$ cat config.mk
export PLATFORM = sky130hd
export DESIGN_NAME = sha2_compress_iter
export DESIGN_NICKNAME = d
export VERILOG_FILES = /design/src/rtl/sha2_compress_iter.sv
export SDC_FILE = /design/constraint.sdc
export NUM_CORES = 2
export LEC_CHECK = 0
export BUFFER_PORTS_ARGS = -buffer_cell sky130_fd_sc_hd__buf_2
export CORE_AREA = 4 4 399 401
export CTS_BUF_LIST = sky130_fd_sc_hd__clkbuf_4 sky130_fd_sc_hd__clkbuf_8
export DETAILED_ROUTE_END_ITERATION = 10
export DIE_AREA = 0 0 403 405
export PLACE_DENSITY = 0.66
export SYNTH_ARGS = -nofsm -noshare
export SYNTH_HDL_FRONTEND = slang
export SYNTH_MEMORY_MAX_BITS = 65536
export SYNTH_SLANG_ARGS = --single-unit
export TNS_END_PERCENT = 10
$ cat constraint.sdc
create_clock -name clk -period 8.75 [get_ports clk]
set_input_delay 0.4375 -clock clk [delete_from_list [all_inputs] [get_ports clk]]
set_output_delay 0.4375 -clock clk [all_outputs]
set_load 0.01 [all_outputs]
$ cat src/rtl/sha2_compress_iter.sv
// Iterative SHA-2 compression, one round per clock, 32- or 64-bit words by MODE.
// Build option SHA2_FEEDFORWARD_EN adds the Hsave + final per-word addition.
module sha2_compress_iter #(
    parameter int MODE = 256,
    localparam int WIDTH = (MODE == 384 || MODE == 512) ? 64 : 32,
    localparam int ROUNDS = (WIDTH == 64) ? 80 : 64
) (
    input  logic                clk,
    input  logic                rst,
    input  logic                start,
    input  logic [16*WIDTH-1:0] block_in,
    input  logic [8*WIDTH-1:0]  h_in,
    output logic [8*WIDTH-1:0]  h_out,
    output logic                valid,
    output logic                busy
);

    if (!(MODE == 224 || MODE == 256 || MODE == 384 || MODE == 512)) begin : g_bad_mode
        $error("sha2_compress_iter: MODE must be 224, 256, 384 or 512");
    end

    localparam int BS0_A = (WIDTH == 64) ? 28 : 2;
    localparam int BS0_B = (WIDTH == 64) ? 34 : 13;
    localparam int BS0_C = (WIDTH == 64) ? 39 : 22;
    localparam int BS1_A = (WIDTH == 64) ? 14 : 6;
    localparam int BS1_B = (WIDTH == 64) ? 18 : 11;
    localparam int BS1_C = (WIDTH == 64) ? 41 : 25;
    localparam int SS0_A = (WIDTH == 64) ? 1 : 7;
    localparam int SS0_B = (WIDTH == 64) ? 8 : 18;
    localparam int SS0_S = (WIDTH == 64) ? 7 : 3;
    localparam int SS1_A = (WIDTH == 64) ? 19 : 17;
    localparam int SS1_B = (WIDTH == 64) ? 61 : 19;
    localparam int SS1_S = (WIDTH == 64) ? 6 : 10;

    typedef enum logic [1:0] {
        IDLE,
        ROUND,
        FINAL
    } state_t;

    state_t           state;
    logic [6:0]       cnt;
    logic [WIDTH-1:0] v [8];
    logic [WIDTH-1:0] w [16];
`ifdef SHA2_FEEDFORWARD_EN
    logic [WIDTH-1:0] hsave [8];
`endif

    logic [WIDTH-1:0]   k_word;
    logic [WIDTH-1:0]   t1;
    logic [WIDTH-1:0]   t2;
    logic [WIDTH-1:0]   w_new;
    logic [8*WIDTH-1:0] h_next;

    function automatic logic [WIDTH-1:0] rotr(input logic [WIDTH-1:0] x, input int n);
        return (x >> n) | (x << (WIDTH - n));
    endfunction

    function automatic logic [WIDTH-1:0] bsig0(input logic [WIDTH-1:0] x);
        return rotr(x, BS0_A) ^ rotr(x, BS0_B) ^ rotr(x, BS0_C);
    endfunction

    function automatic logic [WIDTH-1:0] bsig1(input logic [WIDTH-1:0] x);
        return rotr(x, BS1_A) ^ rotr(x, BS1_B) ^ rotr(x, BS1_C);
    endfunction

    function automatic logic [WIDTH-1:0] ssig0(input logic [WIDTH-1:0] x);
        return rotr(x, SS0_A) ^ rotr(x, SS0_B) ^ (x >> SS0_S);
    endfunction

    function automatic logic [WIDTH-1:0] ssig1(input logic [WIDTH-1:0] x);
        return rotr(x, SS1_A) ^ rotr(x, SS1_B) ^ (x >> SS1_S);
    endfunction

    // SHA-256 constants are the upper 32 bits of the SHA-512 ones
    function automatic logic [WIDTH-1:0] kt(input logic [63:0] x);
        return WIDTH'(x >> (64 - WIDTH));
    endfunction

    function automatic logic [WIDTH-1:0] k_rom(input logic [6:0] t);
        unique case (t)
            7'd0:  k_rom = kt(64'h428a2f98d728ae22);
            7'd1:  k_rom = kt(64'h7137449123ef65cd);
            7'd2:  k_rom = kt(64'hb5c0fbcfec4d3b2f);
            7'd3:  k_rom = kt(64'he9b5dba58189dbbc);
            7'd4:  k_rom = kt(64'h3956c25bf348b538);
            7'd5:  k_rom = kt(64'h59f111f1b605d019);
            7'd6:  k_rom = kt(64'h923f82a4af194f9b);
            7'd7:  k_rom = kt(64'hab1c5ed5da6d8118);
            7'd8:  k_rom = kt(64'hd807aa98a3030242);
            7'd9:  k_rom = kt(64'h12835b0145706fbe);
            7'd10: k_rom = kt(64'h243185be4ee4b28c);
            7'd11: k_rom = kt(64'h550c7dc3d5ffb4e2);
            7'd12: k_rom = kt(64'h72be5d74f27b896f);
            7'd13: k_rom = kt(64'h80deb1fe3b1696b1);
            7'd14: k_rom = kt(64'h9bdc06a725c71235);
            7'd15: k_rom = kt(64'hc19bf174cf692694);
            7'd16: k_rom = kt(64'he49b69c19ef14ad2);
            7'd17: k_rom = kt(64'hefbe4786384f25e3);
            7'd18: k_rom = kt(64'h0fc19dc68b8cd5b5);
            7'd19: k_rom = kt(64'h240ca1cc77ac9c65);
            7'd20: k_rom = kt(64'h2de92c6f592b0275);
            7'd21: k_rom = kt(64'h4a7484aa6ea6e483);
            7'd22: k_rom = kt(64'h5cb0a9dcbd41fbd4);
            7'd23: k_rom = kt(64'h76f988da831153b5);
            7'd24: k_rom = kt(64'h983e5152ee66dfab);
            7'd25: k_rom = kt(64'ha831c66d2db43210);
            7'd26: k_rom = kt(64'hb00327c898fb213f);
            7'd27: k_rom = kt(64'hbf597fc7beef0ee4);
            7'd28: k_rom = kt(64'hc6e00bf33da88fc2);
            7'd29: k_rom = kt(64'hd5a79147930aa725);
            7'd30: k_rom = kt(64'h06ca6351e003826f);
            7'd31: k_rom = kt(64'h142929670a0e6e70);
            7'd32: k_rom = kt(64'h27b70a8546d22ffc);
            7'd33: k_rom = kt(64'h2e1b21385c26c926);
            7'd34: k_rom = kt(64'h4d2c6dfc5ac42aed);
            7'd35: k_rom = kt(64'h53380d139d95b3df);
            7'd36: k_rom = kt(64'h650a73548baf63de);
            7'd37: k_rom = kt(64'h766a0abb3c77b2a8);
            7'd38: k_rom = kt(64'h81c2c92e47edaee6);
            7'd39: k_rom = kt(64'h92722c851482353b);
            7'd40: k_rom = kt(64'ha2bfe8a14cf10364);
            7'd41: k_rom = kt(64'ha81a664bbc423001);
            7'd42: k_rom = kt(64'hc24b8b70d0f89791);
            7'd43: k_rom = kt(64'hc76c51a30654be30);
            7'd44: k_rom = kt(64'hd192e819d6ef5218);
            7'd45: k_rom = kt(64'hd69906245565a910);
            7'd46: k_rom = kt(64'hf40e35855771202a);
            7'd47: k_rom = kt(64'h106aa07032bbd1b8);
            7'd48: k_rom = kt(64'h19a4c116b8d2d0c8);
            7'd49: k_rom = kt(64'h1e376c085141ab53);
            7'd50: k_rom = kt(64'h2748774cdf8eeb99);
            7'd51: k_rom = kt(64'h34b0bcb5e19b48a8);
            7'd52: k_rom = kt(64'h391c0cb3c5c95a63);
            7'd53: k_rom = kt(64'h4ed8aa4ae3418acb);
            7'd54: k_rom = kt(64'h5b9cca4f7763e373);
            7'd55: k_rom = kt(64'h682e6ff3d6b2b8a3);
            7'd56: k_rom = kt(64'h748f82ee5defb2fc);
            7'd57: k_rom = kt(64'h78a5636f43172f60);
            7'd58: k_rom = kt(64'h84c87814a1f0ab72);
            7'd59: k_rom = kt(64'h8cc702081a6439ec);
            7'd60: k_rom = kt(64'h90befffa23631e28);
            7'd61: k_rom = kt(64'ha4506cebde82bde9);
            7'd62: k_rom = kt(64'hbef9a3f7b2c67915);
            7'd63: k_rom = kt(64'hc67178f2e372532b);
            7'd64: k_rom = kt(64'hca273eceea26619c);
            7'd65: k_rom = kt(64'hd186b8c721c0c207);
            7'd66: k_rom = kt(64'heada7dd6cde0eb1e);
            7'd67: k_rom = kt(64'hf57d4f7fee6ed178);
            7'd68: k_rom = kt(64'h06f067aa72176fba);
            7'd69: k_rom = kt(64'h0a637dc5a2c898a6);
            7'd70: k_rom = kt(64'h113f9804bef90dae);
            7'd71: k_rom = kt(64'h1b710b35131c471b);
            7'd72: k_rom = kt(64'h28db77f523047d84);
            7'd73: k_rom = kt(64'h32caab7b40c72493);
            7'd74: k_rom = kt(64'h3c9ebe0a15c9bebc);
            7'd75: k_rom = kt(64'h431d67c49c100d4c);
            7'd76: k_rom = kt(64'h4cc5d4becb3e42b6);
            7'd77: k_rom = kt(64'h597f299cfc657e2a);
            7'd78: k_rom = kt(64'h5fcb6fab3ad6faec);
            7'd79: k_rom = kt(64'h6c44198c4a475817);
            default: k_rom = '0;
        endcase
    endfunction

    always_comb begin
        k_word = k_rom(cnt);
        t1 = bsig1(v[4]) + ((v[4] & v[5]) ^ (~v[4] & v[6])) + v[7] + w[0] + k_word;
        t2 = bsig0(v[0]) + ((v[0] & v[1]) ^ (v[0] & v[2]) ^ (v[1] & v[2]));
        w_new = ssig1(w[14]) + w[9] + ssig0(w[1]) + w[0];
        h_next = '0;
        for (int i = 0; i < 8; i++) begin
`ifdef SHA2_FEEDFORWARD_EN
            h_next[(7-i)*WIDTH +: WIDTH] = v[i] + hsave[i];
`else
            h_next[(7-i)*WIDTH +: WIDTH] = v[i];
`endif
        end
    end

    always_ff @(posedge clk) begin
        if (rst) begin
            state <= IDLE;
            cnt   <= '0;
            h_out <= '0;
            valid <= 1'b0;
            busy  <= 1'b0;
            for (int i = 0; i < 8; i++) begin
                v[i] <= '0;
`ifdef SHA2_FEEDFORWARD_EN
                hsave[i] <= '0;
`endif
            end
            for (int i = 0; i < 16; i++) begin
                w[i] <= '0;
            end
        end else begin
            valid <= 1'b0;
            unique case (state)
                IDLE: begin
                    if (start) begin
                        for (int i = 0; i < 8; i++) begin
                            v[i] <= h_in[(7-i)*WIDTH +: WIDTH];
`ifdef SHA2_FEEDFORWARD_EN
                            hsave[i] <= h_in[(7-i)*WIDTH +: WIDTH];
`endif
                        end
                        for (int i = 0; i < 16; i++) begin
                            w[i] <= block_in[(15-i)*WIDTH +: WIDTH];
                        end
                        cnt   <= '0;
                        busy  <= 1'b1;
                        state <= ROUND;
                    end
                end
                ROUND: begin
                    v[0] <= t1 + t2;
                    v[1] <= v[0];
                    v[2] <= v[1];
                    v[3] <= v[2];
                    v[4] <= v[3] + t1;
                    v[5] <= v[4];
                    v[6] <= v[5];
                    v[7] <= v[6];
                    // Rolling window: w[0] is always the current W[t]
                    for (int i = 0; i < 15; i++) begin
                        w[i] <= w[i+1];
                    end
                    w[15] <= w_new;
                    cnt   <= cnt + 7'd1;
                    if (cnt == 7'(ROUNDS - 1)) begin
                        state <= FINAL;
                    end
                end
                FINAL: begin
                    h_out <= h_next;
                    valid <= 1'b1;
                    busy  <= 1'b0;
                    state <= IDLE;
                end
                default: state <= IDLE;
            endcase
        end
    end

endmodule

==> results.sh <==
export IMPL_status="completed"
export IMPL_clk_pin_slew_ns=0.07
export IMPL_viasPerCell=5.68
export IMPL_numPortBuffers=1028
export IMPL_clk_latency_ns=0.94
export IMPL_grt_usage=0.341
export IMPL_syn_to_final_growth_pct=31.8
export IMPL_routedWlPerCell_um=29.7
export IMPL_synth_warnings=0
export IMPL_place_hpwl_um=213000
export IMPL_syn_inst=5875
export IMPL_setup_viol=0
export IMPL_rows=145
export IMPL_post_synth_fa_ha_maj_area_fraction=0.0948
export IMPL_postSynthAreaPerCell_um2=9.94
export IMPL_via_count=55400
export IMPL_synth_most_common_cell="nand2_1"
export IMPL_hold_class="in -> reg"
export IMPL_synth_top_family_by_area="compound AO/OA/AOI/OAI gates"
export IMPL_yosys_area_top_type_share=0.395
export IMPL_drive_above_1_share=0.195
export IMPL_synth_common_cells="nand2_1, edfxtp_1, a21oi_1, clkbuf_1, a22o_1"
export IMPL_async_flop_share=0
export IMPL_fin_skew_ns=0.0669
export IMPL_crit_slowest_cell="a2111oi_1"
export IMPL_fillCellCount=14000
export IMPL_synth_top_cell_by_area="edfxtp_1"
export IMPL_critPathArrivalTime_ns=8.89
export IMPL_critPathCaptureType="flop"
export IMPL_nets=8593
export IMPL_die_h_um=405
export IMPL_worstSetupPathType="reg -> reg"
export IMPL_grt_overflow_total=0
export IMPL_ys_types=82
export IMPL_grt_max_degree=193
export IMPL_ys_flop_type="edfxtp_1"
export IMPL_cts_resized=0
export IMPL_synth_xor_xnor_area_share=0.0558
export IMPL_synthTopCellsByArea="edfxtp_1, dfxtp_1, nand2_1"
export IMPL_synthMuxAreaShare=0.00747
export IMPL_cp_slowest_stage_delay_ns=0.61
export IMPL_antenna_found_initial=62
export IMPL_dr_pass1_iters=8
export IMPL_max_freq_ghz=0.121
export IMPL_cts_htree_levels=4
export IMPL_drv_cap=0
export IMPL_final_cell_count_no_fill=9752
export IMPL_setup_tns_final_ns=0
export IMPL_slew_viol_final=0
export IMPL_period_needed_ns=8.24
export IMPL_ant_nets=0
export IMPL_die_area_um2=163000
export IMPL_final_area_um2=77000
export IMPL_maxSlewHeadroom=0.162
export IMPL_synth_seq_cells=1067
export IMPL_drc=0
export IMPL_syn_area_um2=58400
export IMPL_start_util=0.375
export IMPL_grt_pass1_wl_um=400000
export IMPL_rsz0062_at_grt="false"
export IMPL_tritoncts="done"
export IMPL_routed_wl_um=290000
export IMPL_numCtsBuffers=188
export IMPL_placed_area_um2=65300
export IMPL_fin_crit_sh=0.942
export IMPL_initialDrtViolationCount=6680
export IMPL_cp_max_fo=6
export IMPL_design_core_area_um2=156000
export IMPL_cts_sinks=1067
export IMPL_hold_viol=0
export IMPL_cp_required_ns=9.40
export IMPL_cts_path_max_buffers=3
export IMPL_place_congestion=0.982
export IMPL_synthSimpleGateAreaFrac=0.113
export IMPL_placed_cells=8608
export IMPL_synth_seq_area_share=0.497
export IMPL_clockRootBuffer="clkbuf_8"
export IMPL_synth_compound_area_share=0.186
export IMPL_num_io_pins=1029
export IMPL_synth_edf_count=768
export IMPL_die_width_um=403
export IMPL_worst_pin_slew_ns=1.26
export IMPL_synth_fp_nets=6975
export IMPL_grt_pass1_vias=54300
export IMPL_worstSetupStartpointType="flop"
## worst paths after layout
kind,startpoint,endpoint,slack (ns),cells past startpoint
max,v[4][29]$_DFFE_PP_,v[0][31]$_DFFE_PP_,0.51,29
min,h_in[100],v[4][4]$_DFFE_PP_,0.06,3
max reg2reg,v[4][29]$_DFFE_PP_,v[0][31]$_DFFE_PP_,0.51,29
min reg2reg,h_out[19]$_SDFFE_PP0P_,h_out[19]$_SDFFE_PP0P_,0.45,2
## cells in the final DEF, fill, tap and decap left out, drive strengths merged, types with 25 or more instances in the layout
cell,synthesis,final
diode,0,52
xor2,105,105
edfxtp,768,768
a22o,371,371
o21ai,235,235
mux2,25,25
clkinv,0,38
dfxtp,299,299
nor2,109,109
dlygate4sd3,0,753
nand3,37,37
buf,49,1115
clkbuf,391,280
nand2,1375,1375
nor3,44,44
fa,187,187
a31oi,31,31
a21o,84,84
inv,265,278
ha,142,142
xnor2,261,261
a21oi,760,760
nand2b,34,34
## timing repair
action	4_1_cts	5_1_grt
hold buffers	751	2
hold endpoints to repair	762	2
buffers inserted	0	0
## worst max-delay path: cells and delay by family, from the launching register on
kind                       cells  cell delay (ns)
AOI/OAI and AO/OA             11             2.90
adders and majority gates      6             2.62
xor gates and xnor gates       4             1.04
and+or+nand+nor                4             0.64
DFF                            1             0.54
buffers and inverters          4             0.24
## flip-flops by register name (all words and copies together), names as in the netlist
name    cells
v         256
k_word     32
w         512
state       2
valid       1
cnt         7
busy        1
h_out     256
## cell type report
class	count	area [µm²]	area share
antenna	52	130	0.00169
timing repair buffer	1868	13400	0.174
sequential	1067	29000	0.377
inverter	265	1020	0.0132
tap	2058	2570	0.0334
clock buffer	280	3430	0.0446
clock inverter	59	603	0.00783
multi-input combinational	4103	26800	0.348
## metrics by stage
step,util,hold slack (ns),worst slack (ns)
after floorplan,-,0.456,0.996
final,0.495,0.0613,0.507
after global placement,0.420,0.439,0.742
after detailed placement,0.420,0.443,0.630
after CTS,0.494,0.00421,0.588
after global routing,0.494,0.00367,0.107
## cell families after synthesis
| kind of cell | Yosys count |
|---|---|
| flip-flops | 1067 |
| multiplexers | 38 |
| AND/OR/NAND/NOR | 1664 |
| AO/OA/AOI/OAI | 1702 |
| XOR/XNOR | 368 |
| adder cells (fa/ha/maj) | 331 |
| buffers and inverters | 705 |
## layer usage
metal	vias to the layer above	global-route usage	wire length, µm	part of all wire
li1	24000	-	-	-
met2	3590	0.553	135000	0.47
met5	-	0	123	0.00042
met1	27100	0.426	110000	0.38
met4	18	0.182	17400	0.060
met3	785	0.0759	27100	0.094
Power is left out: the tool's default activity adds up to more than one toggle a clock period on the data nets, which glitch-free logic cannot reach.
